[src/rtl/mvu_pkg.sv]
// Shared types and constants for the MVU job sequencer: descriptor layout,
// sequencer states and precision limits.
package mvu_pkg;

  localparam int unsigned MVU_AW   = 15;
  localparam int unsigned MVU_CNTW = 15;

  localparam logic [3:0] MVU_PREC_MIN = 4'd1;
  localparam logic [3:0] MVU_PREC_MAX = 4'd8;

  typedef struct packed {
    logic [3:0]          tag;
    logic [3:0]          wprec;
    logic [3:0]          iprec;
    logic [3:0]          oprec;
    logic [MVU_AW-1:0]   wbase;
    logic [MVU_AW-1:0]   ibase;
    logic [MVU_AW-1:0]   obase;
    logic [MVU_CNTW-1:0] countm1;
  } mvu_job_t;

  typedef enum logic [2:0] {
    IDLE,
    LOAD,
    START,
    BUSY,
    REPORT
  } seq_state_e;

  function automatic logic prec_ok(input logic [3:0] p);
    return (p >= MVU_PREC_MIN) && (p <= MVU_PREC_MAX);
  endfunction

  function automatic logic job_valid(input mvu_job_t j);
    return prec_ok(j.wprec) && prec_ok(j.iprec) && prec_ok(j.oprec);
  endfunction

endpackage

[src/rtl/mvu_job_fifo.sv]
// Descriptor queue: power-of-two synchronous FIFO with wrap-bit pointers so
// full and empty are told apart by the pointer MSB.
module mvu_job_fifo
  import mvu_pkg::*;
#(
  parameter int unsigned QDEPTH = 4
) (
  input  logic     clk,
  input  logic     rst_n,
  input  logic     push,
  input  mvu_job_t push_data,
  input  logic     pop,
  output mvu_job_t head_c,
  output logic     full_c,
  output logic     empty_c
);

  localparam int unsigned IW = $clog2(QDEPTH);
  localparam int unsigned PW = IW + 1;

  logic [PW-1:0] wr_ptr;
  logic [PW-1:0] rd_ptr;
  mvu_job_t      mem [QDEPTH];
  logic          do_push;
  logic          do_pop;

  assign empty_c = (wr_ptr == rd_ptr);
  assign full_c  = (wr_ptr == {~rd_ptr[PW-1], rd_ptr[PW-2:0]});
  assign head_c  = mem[rd_ptr[IW-1:0]];
  assign do_push = push && !full_c;
  assign do_pop  = pop && !empty_c;

  always_ff @(posedge clk or negedge rst_n) begin
    if (!rst_n) begin
      wr_ptr <= '0;
      rd_ptr <= '0;
    end else begin
      if (do_push) wr_ptr <= wr_ptr + PW'(1);
      if (do_pop)  rd_ptr <= rd_ptr + PW'(1);
    end
  end

  // Storage needs no reset; the cleared pointers make old entries unreachable.
  always_ff @(posedge clk) begin
    if (do_push) mem[wr_ptr[IW-1:0]] <= push_data;
  end

endmodule

[src/rtl/mvu_job_sequencer.sv]
// Queues MVU job descriptors and runs them one at a time: holds the config,
// pulses start, waits for done or timeout, and reports a status record.
module mvu_job_sequencer
  import mvu_pkg::*;
#(
  parameter int unsigned QDEPTH = 4,
  parameter int unsigned AW     = 15,
  parameter int unsigned CNTW   = 15,
  parameter int unsigned TOW    = 20
) (
  input  logic                    clk,
  input  logic                    rst_n,
  input  logic                    cmd_valid,
  output logic                    cmd_ready,
  input  logic [16+3*AW+CNTW-1:0] cmd_desc,
  output logic [16+3*AW+CNTW-1:0] mvu_cfg,
  output logic                    mvu_start,
  input  logic                    mvu_done,
  input  logic [TOW-1:0]          timeout_cycles,
  output logic                    stat_valid,
  input  logic                    stat_ready,
  output logic [3:0]              stat_tag,
  output logic                    stat_timeout,
  output logic                    stat_err,
  output logic                    busy
);

  seq_state_e     state_q, state_d;
  mvu_job_t       desc_in, fifo_head, cfg_q, cfg_d;
  logic           fifo_full, fifo_empty, fifo_pop;
  logic [TOW-1:0] timer_q;
  logic [3:0]     tag_d;
  logic           timeout_d, err_d;
  logic           timer_hit;

  assign desc_in   = mvu_job_t'(cmd_desc);
  assign cmd_ready = !fifo_full;
  assign mvu_cfg   = cfg_q;
  assign busy      = (state_q != IDLE) || !fifo_empty;
  assign timer_hit = (timeout_cycles != '0) && (timer_q == timeout_cycles);

  mvu_job_fifo #(
    .QDEPTH(QDEPTH)
  ) u_fifo (
    .clk      (clk),
    .rst_n    (rst_n),
    .push     (cmd_valid),
    .push_data(desc_in),
    .pop      (fifo_pop),
    .head_c   (fifo_head),
    .full_c   (fifo_full),
    .empty_c  (fifo_empty)
  );

  // Next-state and next-output decode.
  always_comb begin
    state_d   = state_q;
    cfg_d     = cfg_q;
    tag_d     = stat_tag;
    timeout_d = stat_timeout;
    err_d     = stat_err;
    fifo_pop  = 1'b0;
    unique case (state_q)
      IDLE: begin
        if (!fifo_empty) begin
          fifo_pop = 1'b1;
          cfg_d    = fifo_head;
          state_d  = LOAD;
        end
      end
      LOAD: begin
        if (job_valid(cfg_q)) begin
          state_d = START;
        end else begin
          state_d   = REPORT;
          tag_d     = cfg_q.tag;
          timeout_d = 1'b0;
          err_d     = 1'b1;
        end
      end
      START: state_d = BUSY;
      BUSY: begin
        // Completion takes priority over a coincident timeout.
        if (mvu_done || timer_hit) begin
          state_d   = REPORT;
          tag_d     = cfg_q.tag;
          timeout_d = !mvu_done;
          err_d     = 1'b0;
        end
      end
      REPORT: begin
        if (stat_ready) state_d = IDLE;
      end
      default: state_d = IDLE;
    endcase
  end

  always_ff @(posedge clk or negedge rst_n) begin
    if (!rst_n) begin
      state_q      <= IDLE;
      cfg_q        <= '0;
      timer_q      <= '0;
      mvu_start    <= 1'b0;
      stat_valid   <= 1'b0;
      stat_tag     <= '0;
      stat_timeout <= 1'b0;
      stat_err     <= 1'b0;
    end else begin
      state_q      <= state_d;
      cfg_q        <= cfg_d;
      mvu_start    <= (state_d == START);
      stat_valid   <= (state_d == REPORT);
      stat_tag     <= tag_d;
      stat_timeout <= timeout_d;
      stat_err     <= err_d;
      // Loading 1 on leaving START makes the timer read 1 in the first BUSY cycle.
      if (state_q == START)     timer_q <= TOW'(1);
      else if (state_q == BUSY) timer_q <= timer_q + TOW'(1);
    end
  end

endmodule

[config.mk]
export PLATFORM = sky130hd
export DESIGN_NAME = mvu_job_sequencer
export DESIGN_NICKNAME = d
export VERILOG_FILES = /design/src/rtl/mvu_pkg.sv /design/src/rtl/mvu_job_fifo.sv /design/src/rtl/mvu_job_sequencer.sv
export SDC_FILE = /design/constraint.sdc
export NUM_CORES = 1
export LEC_CHECK = 0
export CORE_MARGIN = 2
export CORE_UTILIZATION = 50
export DETAILED_ROUTE_END_ITERATION = 16
export PLACE_DENSITY = 0.73
export SETUP_SLACK_MARGIN = 0.02
export SLEW_MARGIN = 0
export SYNTH_ARGS = -nofsm -noshare
export SYNTH_HDL_FRONTEND = slang
export SYNTH_SLANG_ARGS = --single-unit
[constraint.sdc]
create_clock -name clk -period 4.3 [get_ports clk]
set_clock_uncertainty 0.2 [all_clocks]
set_input_delay 1.075 -clock clk [delete_from_list [all_inputs] [get_ports clk]]
set_output_delay 1.075 -clock clk [all_outputs]
set_load 0.05 [all_outputs]
==> metrics.md <==
| Metric | Value |
|---|---|
| Average wire per standard cell | 21.98 um |
| Via count of the first global-routing pass | 8562 |
| Area share of the leading cell type in the synthesized netlist | 0.5713 |
| Number of buffers inserted during clock tree synthesis | 43 |
| Final WS setup | 0.3991 ns |
| Reg area | 11960 um^2 |
| Post-synth EDFFs | 304 |
| Hpwl dp | 19.02 mm |
| Highest metal used | met4 |
| Reg2reg start | u_fifo.rd_ptr[0]$_DFFE_PN0P_ |
| Wire length of the first global-routing pass | 49.91 mm |
| Shortest period the worst path allows | 3.901 ns |
| Cell types with the highest counts after synthesis | 304 x sky130_fd_sc_hd__edfxtp_1, 113 x sky130_fd_sc_hd__dfrtp_1, 76 x sky130_fd_sc_hd__mux4_2 |
| Area post-placement | 18430 um^2 |
| Gate count of the mapped netlist | 806 |
| Max-capacitance violation count | 0 |
| Area used by multi-input combinational logic | 3837 um^2 |
| Die footprint | 33400 um^2 |
| Final period utilization | 0.9072 |
| Antenna violation net count after detailed routing | 0 |
| Clock tree root driver cell | sky130_fd_sc_hd__clkbuf_16 |
| Global routing usage summed across all routing layers | 0.1967 |
| Worst slew slack as a fraction of its limit | 0.3714 |
| Residual DRC | 0 |
| Wire length on met3 | 2.479 mm |
| Number of nets in the layout | 1128 |
| Die Y | 182.8 um |
| Result of the run | finished clean |
| GRT Residual Overflow | 0 |
| Filler cells | 2159 |
| Source of the worst hold timing path | mvu_cfg[9]$_DFFE_PN0P_ |
| Crit path launch | u_fifo.rd_ptr[1]$_DFFE_PN0P_ |
| WP buf/inv | 1 |
| Horizontal die dimension | 182.8 um |
| Placed instance count | 1378 |
| Antenna violations before repair | 3 |
| Synth cell types | 46 |
| TritonCTS clock tree | yes |
| Main synth FF type | sky130_fd_sc_hd__edfxtp_1 |
| Post-synth design cell area | 15980 um^2 |
| Unrepaired setup endpoints after global routing | no |
| Initial core utilization | 0.5077 |
| Count of input and output buffers | 186 |
| Number of standard cells in the layout, taps in and fillers out | 1458 |
| Met1 wire length | 13.40 mm |
| Path category of the worst min-delay check | register to register |
| Pins Over Slew Limit | 0 |
| Critical path launch point type | register |
| Proportion of synthesized chip area in sequential cells | 0.7483 |
| Setup TNS after final layout | 0 ns |
| Final Core Density | 0.6272 |
| Num ports | 187 |
| Count of clock tree sinks | 417 |
| Average cell area after synthesis | 19.82 um^2 |
| Slew at the pin with the worst max-slew slack | 0.9429 ns |
| Cell family with the largest share of critical-path delay | buffers and inverters |
| Clock-pin slew on the worst setup and hold paths | 0.06 ns |
| Flip-flop and latch count after synthesis | 417 |
| Yosys synthesis warning count | 0 |
| Crit-path cells | xor2_1 > nor3_1 > nand3_1 > clkdlybuf4s50_1 |
| Pre-CTS worst setup slack | 0.9192 ns |
| Power Dens Cells | 792.8 nW/um^2 |
| Critical path capture point type | primary output |
| Via count of the routed design | 8128 |
| Longest Clk Path Bufs | 3 |
| Final setup violation count | 0 |
| Hold buffer count at cts | 0 |
| Arrival time at the worst endpoint | 2.63 ns |
| Maximum number of pins on one net before global-route repair | 65 |
| Dominant cells by area after synthesis | sky130_fd_sc_hd__edfxtp_1 57%, sky130_fd_sc_hd__dfrtp_1 18%, sky130_fd_sc_hd__mux4_2 11% |
| Weighted congestion reported at the end of routability-driven placement | 0.8131 |
| Top cell type by total area after synthesis | sky130_fd_sc_hd__edfxtp_1 |
| Drt first pass iters | 5 |
| Largest stage delay, worst path | 0.75 ns |
| Asr flop ratio synth | 0.2710 |
| Number of cell rows | 65 |
| Floorplan core area | 31470 um^2 |
| Later-pin clock latency in the skew report | 0.52 ns |
| Vias per inst | 5.575 |
| Crit path kind | register to primary output |
| CP Data Required Time | 3.02 ns |
| Cell at the slowest stage of the critical path | sky130_fd_sc_hd__clkdlybuf4s50_1 |
| Leakage | 6.885 nW |
| VDD IR-drop max | 0.5812 mV |
| Total wire length after detailed routing | 32.05 mm |
| Layout overhead on the synthesized area | 23.55% |
| Drt initial violations | 707 |
| Proportion of layout cells with a drive suffix above 1 | 0.2306 |
| Sum of internal, switching and leakage power | 15.65 mW |
| Top-count cell post-synth | sky130_fd_sc_hd__edfxtp_1 |
| Post_cts resized | 0 |
| Number of buffers inserted by post-CTS setup repair | 0 |
| Met2 Routed Length | 15.83 mm |
| Syn nets | 913 |
| Final hold violation count | 0 |
| Hold slack | 0.2868 ns |
| Design area | 19740 um^2 |
| Maximum clock frequency | 256.4 MHz |
| Level count of the clock H-tree | 2 |
| Crit Path Max Fanout | 19 |
registers in the layout (all words and copies together), names as in the netlist:
signal	flops
stat_tag	4
mvu_cfg	76
stat_timeout	1
state_q	3
u_fifo.rd_ptr	3
stat_err	1
mvu_start	1
u_fifo.mem	304
timer_q	20
u_fifo.wr_ptr	3
stat_valid	1
cell type report:
class	instances	area share
Antenna cell	2	0.0002535
Multi-Input combinational cell	343	0.1944
Inverter	11	0.002092
Timing Repair Buffer	205	0.1054
Clock buffer	63	0.06136
Sequential cell	417	0.6061
Tap cell	402	0.02548
Clock inverter	15	0.004944
cell usage in the layout, fill, tap and decap left out, types with 10 or more instances in the layout:
cell type / synthesis / final
sky130_fd_sc_hd__mux2_2: 73 / 73
sky130_fd_sc_hd__clkbuf_1: 14 / 14
sky130_fd_sc_hd__nor4_1: 11 / 11
sky130_fd_sc_hd__o21ai_0: 13 / 13
sky130_fd_sc_hd__edfxtp_1: 304 / 304
sky130_fd_sc_hd__a21oi_1: 13 / 13
sky130_fd_sc_hd__dfrtp_1: 113 / 111
sky130_fd_sc_hd__nor2_1: 10 / 10
sky130_fd_sc_hd__nand3_1: 14 / 14
sky130_fd_sc_hd__mux4_2: 76 / 76
sky130_fd_sc_hd__nand2_1: 33 / 33
sky130_fd_sc_hd__inv_1: 11 / 11
sky130_fd_sc_hd__xor2_1: 25 / 25
sky130_fd_sc_hd__clkdlybuf4s50_1: 0 / 185
sky130_fd_sc_hd__clkbuf_16: 0 / 43
sky130_fd_sc_hd__buf_4: 0 / 13
report_power, final:
group,switching [mW],internal [mW],leakage [nW]
registers,0.507,5.55,4.15
clock network,1.43,2.01,0.639
logic,3.53,2.62,2.10
final timing paths:
path | end | slack, ns | cells after the start
max | busy | 0.40 | 4
min | mvu_cfg[9]$_DFFE_PN0P_ | 0.29 | 1
max reg2reg | mvu_cfg[52]$_DFFE_PN0P_ | 1.23 | 4
min reg2reg | mvu_cfg[9]$_DFFE_PN0P_ | 0.29 | 1
max in group asynchronous | mvu_cfg[61]$_DFFE_PN0P_ | 2.76 | 2
min in group asynchronous | mvu_cfg[14]$_DFFE_PN0P_ | 0.34 | 1
routing by layer:
layer  global-route usage  up-vias
met4              0.03871        0
li1                     -     3630
met2               0.3217      263
met3              0.05441       29
met1               0.2698     4206
met5                    0        -
logic make-up after synthesis:
group,Yosys count,synth area share
muxes,157,0.1642
DFF,417,0.7483
xor gates and xnor gates,30,0.01644
and+or+nand+nor,100,0.03438
AOI/OAI and AO/OA,50,0.01864
buffers and inverters,46,0.01331
adders and majority gates,6,0.004698
worst register-to-register path: cells and delay by family, from the launching register on:
family | cells | cell delay [ns]
buf+inv | 2 | 1.42
flops | 1 | 0.41
mux | 2 | 0.93
Power figures use the tool's default switching activity.
